--- config.mk ---
export PLATFORM = sky130hd
export DESIGN_NAME = lif_wta_n
export DESIGN_NICKNAME = d
export VERILOG_FILES = /design/src/rtl/lif_pkg.sv /design/src/rtl/lif_neuron.sv /design/src/rtl/lif_wta_n.sv
export SDC_FILE = /design/constraint.sdc
export NUM_CORES = 1
export LEC_CHECK = 0
export BUFFER_PORTS_ARGS = -buffer_cell sky130_fd_sc_hd__buf_2
export CAP_MARGIN = 20
export CORE_ASPECT_RATIO = 1.4
export CORE_MARGIN = 5
export CORE_UTILIZATION = 60
export DETAILED_ROUTE_END_ITERATION = 8
export GPL_ROUTABILITY_DRIVEN = 0
export GPL_TIMING_DRIVEN = 0
export HOLD_SLACK_MARGIN = 0.06
export PLACE_DENSITY_LB_ADDON = 0.08
export SYNTH_ARGS = -nofsm -noshare
export SYNTH_HDL_FRONTEND = slang
export SYNTH_SLANG_ARGS = --single-unit
--- constraint.sdc ---
create_clock -name clk -period 30.6 [get_ports clk]
set_input_delay 7.65 -clock clk [delete_from_list [all_inputs] [get_ports clk]]
set_output_delay 7.65 -clock clk [all_outputs]
set_load 0.01 [all_outputs]
--- src/rtl/lif_pkg.sv ---
// Shared constants, FSM state type and saturating membrane arithmetic for the LIF winner-take-all selector.
package lif_pkg;

  localparam int unsigned LIF_N_CH      = 4;
  localparam int unsigned LIF_IN_W      = 8;
  localparam int unsigned LIF_V_W       = 16;
  localparam int unsigned LIF_THRESHOLD = 400;
  localparam int unsigned LIF_LEAK      = 4;
  localparam int unsigned LIF_REFRACT   = 3;

  typedef enum logic [0:0] {
    INTEGRATE  = 1'b0,
    REFRACTORY = 1'b1
  } lif_state_t;

  function automatic logic [31:0] floor_sub(input logic [31:0] v, input logic [31:0] d);
    return (v >= d) ? (v - d) : '0;
  endfunction

  // The 33-bit sum cannot wrap for any membrane width up to 32 bits.
  function automatic logic [31:0] sat_add(input logic [31:0] a, input logic [31:0] b,
                                          input int unsigned w);
    logic [32:0] s;
    logic [32:0] lim;
    s   = {1'b0, a} + {1'b0, b};
    lim = (33'd1 << w) - 33'd1;
    return (s > lim) ? lim[31:0] : s[31:0];
  endfunction

endpackage

--- src/rtl/lif_neuron.sv ---
// One leaky-integrate-and-fire membrane: leak floored at 0, then saturating add of the input current.
module lif_neuron
  import lif_pkg::*;
#(
  parameter int unsigned IN_W = LIF_IN_W,
  parameter int unsigned V_W  = LIF_V_W,
  parameter int unsigned LEAK = LIF_LEAK
) (
  input  logic            clk,
  input  logic            rst_n,
  input  logic            i_en,
  input  logic            i_clr,
  input  logic            i_valid,
  input  logic [IN_W-1:0] i_cur,
  output logic [V_W-1:0]  o_v_next
);

  logic [V_W-1:0]  r_v;
  logic [IN_W-1:0] w_i;

  assign w_i      = i_valid ? i_cur : '0;
  assign o_v_next = V_W'(sat_add(floor_sub(32'(r_v), 32'(LEAK)), 32'(w_i), V_W));

  always_ff @(posedge clk) begin
    if (!rst_n || i_clr) begin
      r_v <= '0;
    end else if (i_en) begin
      r_v <= o_v_next;
    end
  end

endmodule

--- src/rtl/lif_wta_n.sv ---
// N-channel LIF winner-take-all: integrates currents, picks the highest membrane on any threshold
// crossing, clears all membranes and blocks input for a programmable refractory window.
module lif_wta_n
  import lif_pkg::*;
#(
  parameter int unsigned N_CH      = LIF_N_CH,
  parameter int unsigned IN_W      = LIF_IN_W,
  parameter int unsigned V_W       = LIF_V_W,
  parameter int unsigned THRESHOLD = LIF_THRESHOLD,
  parameter int unsigned LEAK      = LIF_LEAK,
  parameter int unsigned REFRACT   = LIF_REFRACT,
  localparam int unsigned WW       = (N_CH > 1) ? $clog2(N_CH) : 1
) (
  input  logic                 clk,
  input  logic                 rst_n,
  input  logic                 in_valid,
  output logic                 in_ready,
  input  logic [N_CH*IN_W-1:0] in_current,
  output logic                 out_valid,
  output logic [WW-1:0]        winner,
  output logic [V_W-1:0]       winner_v,
  output logic                 busy
);

  localparam int unsigned CW = (REFRACT > 0) ? $clog2(REFRACT + 1) : 1;

  lif_state_t     r_state;
  logic [CW-1:0]  r_cnt;
  logic           r_out_valid;
  logic [WW-1:0]  r_winner;
  logic [V_W-1:0] r_winner_v;

  logic [V_W-1:0] w_vn [N_CH];
  logic           w_accept;
  logic           w_spike;
  logic [WW-1:0]  w_arg;
  logic [V_W-1:0] w_argv;

  assign in_ready = (r_state == INTEGRATE);
  assign busy     = (r_state == REFRACTORY);
  assign w_accept = in_valid && in_ready;

  for (genvar g = 0; g < N_CH; g++) begin : g_ch
    lif_neuron #(
      .IN_W (IN_W),
      .V_W  (V_W),
      .LEAK (LEAK)
    ) u_neuron (
      .clk      (clk),
      .rst_n    (rst_n),
      .i_en     (in_ready),
      .i_clr    (w_spike),
      .i_valid  (w_accept),
      .i_cur    (in_current[g*IN_W +: IN_W]),
      .o_v_next (w_vn[g])
    );
  end

  // Strict '>' keeps the lowest index on ties; the argmax spans every channel, not only spiking ones.
  always_comb begin
    w_arg   = '0;
    w_argv  = w_vn[0];
    w_spike = 1'b0;
    for (int unsigned i = 0; i < N_CH; i++) begin
      if (w_vn[i] >= V_W'(THRESHOLD)) w_spike = in_ready;
      if (i > 0 && w_vn[i] > w_argv) begin
        w_argv = w_vn[i];
        w_arg  = WW'(i);
      end
    end
  end

  always_ff @(posedge clk) begin
    if (!rst_n) begin
      r_state     <= INTEGRATE;
      r_cnt       <= '0;
      r_out_valid <= 1'b0;
      r_winner    <= '0;
      r_winner_v  <= '0;
    end else begin
      r_out_valid <= 1'b0;
      case (r_state)
        INTEGRATE: begin
          if (w_spike) begin
            r_out_valid <= 1'b1;
            r_winner    <= w_arg;
            r_winner_v  <= w_argv;
            if (REFRACT > 0) begin
              r_state <= REFRACTORY;
              r_cnt   <= CW'(REFRACT);
            end
          end
        end
        REFRACTORY: begin
          if (r_cnt == CW'(1)) begin
            r_state <= INTEGRATE;
            r_cnt   <= '0;
          end else begin
            r_cnt <= r_cnt - CW'(1);
          end
        end
        default: r_state <= INTEGRATE;
      endcase
    end
  end

  assign out_valid = r_out_valid;
  assign winner    = r_winner;
  assign winner_v  = r_winner_v;

endmodule

---- Word-level counts from Yosys, hierarchy flattened ----
Cells that the tools add are included.
cells by class
  add/sub/neg operators ................... 9
  order comparisons ....................... 15
  eq/ne operators ......................... 2
  muxes and demuxes ....................... 28
  bitwise operators ....................... 2
  reduce and logical (&&, ||, !) cells .... 5
operators with widths
  kind                                                  count
  adder 32 x 8 -> 33 bit                                4
  > comparator 33 x 16 -> 1 bit, second input constant  4
  2-to-1 mux 32 bit                                     4
  2-to-1 mux 16 bit                                     7
  subtractor 16 x 3 -> 17 bit, second input constant    4
  >= comparator 16 x 3 -> 1 bit, second input constant  4
  >= comparator 16 x 9 -> 1 bit, second input constant  4
  > comparator 16 bit                                   3
  2-to-1 mux 8 bit                                      4
  2-to-1 mux 2 bit                                      4
  2-to-1 mux 1 bit                                      7
  case mux 2 bit (2 select lines)                       1
  equality test 2 x 1 -> 1 bit, second input constant   1
  != test 2 x 1 -> 1 bit, second input constant         1
  NOT 1 bit                                             2
  case mux 1 bit (2 select lines)                       1
  AND reduction 2 bit                                   1
  OR reduction 2 bit                                    1
  subtractor 2 x 1 -> 2 bit, second input constant      1
  logical AND 1 bit                                     1
  logical NOT 1 bit                                     1
  logical OR 1 bit                                      1
word-level totals
  register bits ........................... 86
  input port bits ......................... 35
  output and inout bits ................... 21

---- Longest topological paths before layout ----
  depth in word-level cells ............... 13
  mapped depth ............................ 60
  mapped depth without buffers ............ 56

---- Cells and area by module ----
A second synthesis with hierarchy kept.
second synthesis, totals
  cell total of the unflattened synthesis .. 1353
  area total of the unflattened synthesis .. 10312.4 sq um
modules (own cells, without submodules)
  module      instances  cells an instance  area each (sq um)
  lif_neuron  4          248                1883.1
  lif_wta_n   1          361                2780.2

---- Worst setup path after synthesis ----
Ideal clock, no wire load.
  path type ............................... in2reg
  start point ............................. input port in_valid
  end point ............................... register r_winner_v[11], in the netlist winner_v[11]
  arrival ................................. 17.076 ns
  path slack .............................. 13.441 ns
  cell stages on the path ................. 56
  cells stage by stage .................... nor2b_1 clkbuf_1 and2_1 ha_1 clkbuf_1 a21o_1 or3_1 o21ai_0 nor4_1 and3_1 ha_1 nor2_1 o211ai_1 nor4_1 a21o_1 buf_2 nand2_1 ha_1 [... 20 more ...] a311o_1 buf_6 buf_6 mux2i_1 ha_1 a21oi_1 o22ai_1 o21a_1 o21ai_0 nand2b_1 a21oi_1 nor2b_1 o21ai_0 a32oi_1 or3_1 buf_4 buf_6 o221ai_1
on the way
  longest elaborated chain between the ends .. 11
ends and longest elaborated chain
  element                            RTL line          RTL
  from (decl)                        lif_wta_n.sv:16   input logic in_valid,
  logical AND 1 bit *                lif_wta_n.sv:41   assign w_accept = in_valid && in_ready;
  2-to-1 mux 8 bit *                 lif_neuron.sv:21  assign w_i = i_valid ? i_cur : '0;
  adder 32 x 8 -> 33 bit *           lif_pkg.sv:25     s = {1'b0, a} + {1'b0, b};
  > comparator 33 x 16 -> 1 bit      lif_pkg.sv:27     return (s > lim) ? lim[31:0] : s[31:0];
  2-to-1 mux 16 bit *                lif_pkg.sv:27
  via g_ch[1].u_neuron.o_v_next[13]  lif_neuron.sv:15  output logic [V_W-1:0] o_v_next
  > comparator 16 bit                lif_wta_n.sv:66   if (i > 0 && w_vn[i] > w_argv) begin
  2-to-1 mux 16 bit                  lif_wta_n.sv:66
  > comparator 16 bit                lif_wta_n.sv:66
  2-to-1 mux 16 bit                  lif_wta_n.sv:66
  > comparator 16 bit                lif_wta_n.sv:66
  2-to-1 mux 16 bit                  lif_wta_n.sv:66
  to (signal assigned)               lif_wta_n.sv:87   r_winner_v <= w_argv;
  to (decl)                          lif_wta_n.sv:31   logic [V_W-1:0] r_winner_v;
Mark *: on every way through the listed nets, which the timed path passes. The rest lies on a longest branch.
A chain may end at the register's enable or synchronous reset.

---- Final worst setup path ----
  start point ............................. input port in_valid
  end point ............................... register r_winner_v[6], in the netlist winner_v[6]
Same word-level chain as after synthesis.

==> metrics <==
run status=completed; reg2reg setup slack=17.40 ns; Critical Path AT=19.47 ns; RSZ-0062 raised after global routing=false; Critical Path Max Stage Delay=around 0.47 ns; fin crit share=62.72%; Clock Skews=0.01168 ns; Routed WL per cell=between 15 and 20 um; P&R area growth vs syn=8.487%; max frequency=52.10 MHz; clock-pin slew on the worst setup and hold paths=0.07 ns; Seq/Total Area, Yosys=17.99%; post-route ant nets=0; most frequent CP cell=o21ai_0; DP HPWL=approximately 24000 um; synth warn=0; EDFF count, synth=0; # rows=54; 1st-iter DRT viols=894; die width=116.7 um; placed cell area=0.01008 mm^2; antenna violations before repair=0; Reg-to-Reg Start=g_ch[1].u_neuron.r_v[4]; vias per cell=around 6.5; CP Class=in2reg; largest net degree at the start of global routing=15; Synthesized Nets=1432; Setup crit end=winner_v[6]; DIE AREA=0.01861 mm^2; Design Area, Final=between 0.01 and 0.015 mm^2; Total Routing Usage GR=31.93%; Skew-Pair Late Insertion Delay=roughly 0.36 ns; CTS tree=yes; Via Count=10120; Setup Fix Bufs, Post-CTS=0; prevailing post-synth register cell=dfxtp_1; Hold-fix buffers, CTS=0; Slew Viols, Final=0; Num CTS Buffers=9; total core area=0.01561 mm^2; worst-path fanout max=10; Max Cap Violations=0; Syn Inst Count=between 1000 and 1500; Hold Crit Class=reg2reg; Buffers on Ports=54; NumNets Final=between 1000 and 1500; Fillers=around 1400; CP Capture Type=register; storage element area=roughly 0.0017 mm^2; ANT cells=0; DR pass1 iterations=5; fin crit period=~19 ns; critical path required time=between 30 and 40 ns; Slowest cell on crit path=or3b_2; # IOs=56; Remaining Overflow, GRT=0; Multi-input gate area=between 0.007 and 0.008 mm^2; R2R cell count=59; Worst Max-Slew Pin Slew=approximately 0.99 ns; Max-Slew Margin vs Limit=33.08%; Syn Area/Cell=7.343 um^2; asr flop ratio synth=0%; initial core utilization=between 60 and 70%; first-pass GRT wire length=47800 um; final wirelength=slightly below 30000 um; Post-Syn Area=0.009568 mm^2; endpoints failing setup=0; vias in the first global route=9531; Die Ht=159.4 um; CP Launch Type=input port; maximum level of the CTS H-tree=3; Hold Violations, Final=0; fraction of layout instances using a drive strength above 1=9.687%; Reg-to-Reg End=winner_v[6]; post_cts resized=0; # DRC=0; CTS max path bufs=2; flops & latches, synth=86; clock root buffer=clkbuf_16; Hold Crit Depth=2; TritonCTS Sinks=86; CP startpoint=in_valid; total negative slack=0 ns; post-synth cell types=80
==> cells by family (layout without fill, tap and decap cells) <==
family / after synthesis / in the layout / share of synthesized area, %
AND/OR/NAND/NOR: 565 / 565 / 29.62
flip-flops: 86 / 86 / 17.99
adder cells (fa/ha/maj): 95 / 95 / 12.71
XOR/XNOR: 69 / 69 / 6.316
buffers and inverters: 116 / 186 / 5.126
AO/OA/AOI/OAI: 324 / 324 / 22.90
multiplexers: 48 / 48 / 5.335
==> worst min-delay path by stage <==
| stage | slack [ns] | endpoint | startpoint |
|---|---|---|---|
| final | 0.46 | winner_v[1] | winner_v[1] |
| after global routing | 0.52 | winner_v[1] | winner_v[1] |
| after CTS | 0.46 | winner_v[1] | winner_v[1] |
| after detailed placement | 0.45 | winner_v[1] | winner_v[1] |
| after global placement | 0.45 | winner_v[1] | winner_v[1] |
| after floorplan | 0.44 | r_cnt[0] | r_cnt[0] |
==> synth_stat cells (18+ instances only) <==
cell type,n,share of area (%)
mux2i_1,39,4.1
nand2_1,101,4.0
o21ai_0,59,3.1
dfxtp_1,86,18
nand2b_1,19,1.2
a211oi_1,18,1.4
or3_1,18,1.2
xnor2_1,47,4.3
nand3_1,53,2.8
nor3_1,36,1.9
a21oi_1,101,5.3
nor2_1,180,7.1
clkbuf_1,46,1.8
inv_1,50,2.0
and2_1,45,2.9
o21a_1,19,1.5
a21o_1,21,1.6
ha_1,90,12
xor2_1,22,2.0
nor4_1,19,1.2
==> metal layers <==
layer / global-route usage [%] / vias to the layer above / wire length [um]
li1: - / 4861 / -
met1: 40.24 / 4676 / 12150
met2: 52.20 / 462 / 13960
met3: 3.992 / 124 / 2021
met4: 16.85 / 0 / 1640
met5: 0 / - / 0
==> final cells by class <==
class / instances / area share, %
buffer: 65 / 2.881
clock buffer: 12 / 2.567
clock inverter: 4 / 0.2893
inverter: 51 / 1.844
multi-input combinational: 1101 / 70.87
sequential: 86 / 16.59
tap: 196 / 2.363
timing repair buffer: 54 / 2.604
==> registers in the layout, indices dropped and copies added, names as in the netlist <==
signal             flops
g_ch.u_neuron.r_v     64
winner_v              16
r_cnt                  2
winner                 2
busy                   1
out_valid              1
==> critical path, delay by kind of cell <==
family / cells / cell delay, ns
AOI/OAI and AO/OA: 27 / 4.71
adders and majority gates: 6 / 1.72
muxes: 1 / 0.35
buffers and inverters: 10 / 1.86
and+or+nand+nor: 14 / 3.17
==> placed cells by master (no fill, tap or decap), drive strengths merged, types with 20 or more instances in the layout <==
| cell | netlist | final |
|---|---|---|
| nor2 | 180 | 180 |
| nand2 | 103 | 103 |
| a21oi | 101 | 101 |
| ha | 90 | 90 |
| dfxtp | 86 | 86 |
| buf | 19 | 73 |
| o21ai | 63 | 63 |
| clkbuf | 46 | 58 |
| nand3 | 53 | 53 |
| inv | 50 | 50 |
| xnor2 | 47 | 47 |
| and2 | 45 | 45 |
| mux2i | 39 | 39 |
| nor3 | 36 | 36 |
| a211oi | 27 | 27 |
| xor2 | 22 | 22 |
| a21o | 21 | 21 |
| nor4 | 20 | 20 |
==> per-stage QoR <==
stage,hold WS [ns],instances,setup slack (ns),utilization (%)
floorplan,0.4425,1303,13.44,-
global placement,0.4502,1553,11.43,64.61
detailed placement,0.4496,1553,11.35,64.61
CTS,0.4649,1569,11.61,66.51
global route,0.5183,1569,10.51,66.51
finish,0.4644,1569,11.41,66.51
Power is left out: the tool's default activity adds up to more than one toggle a clock period on the data nets, which glitch-free logic cannot reach.
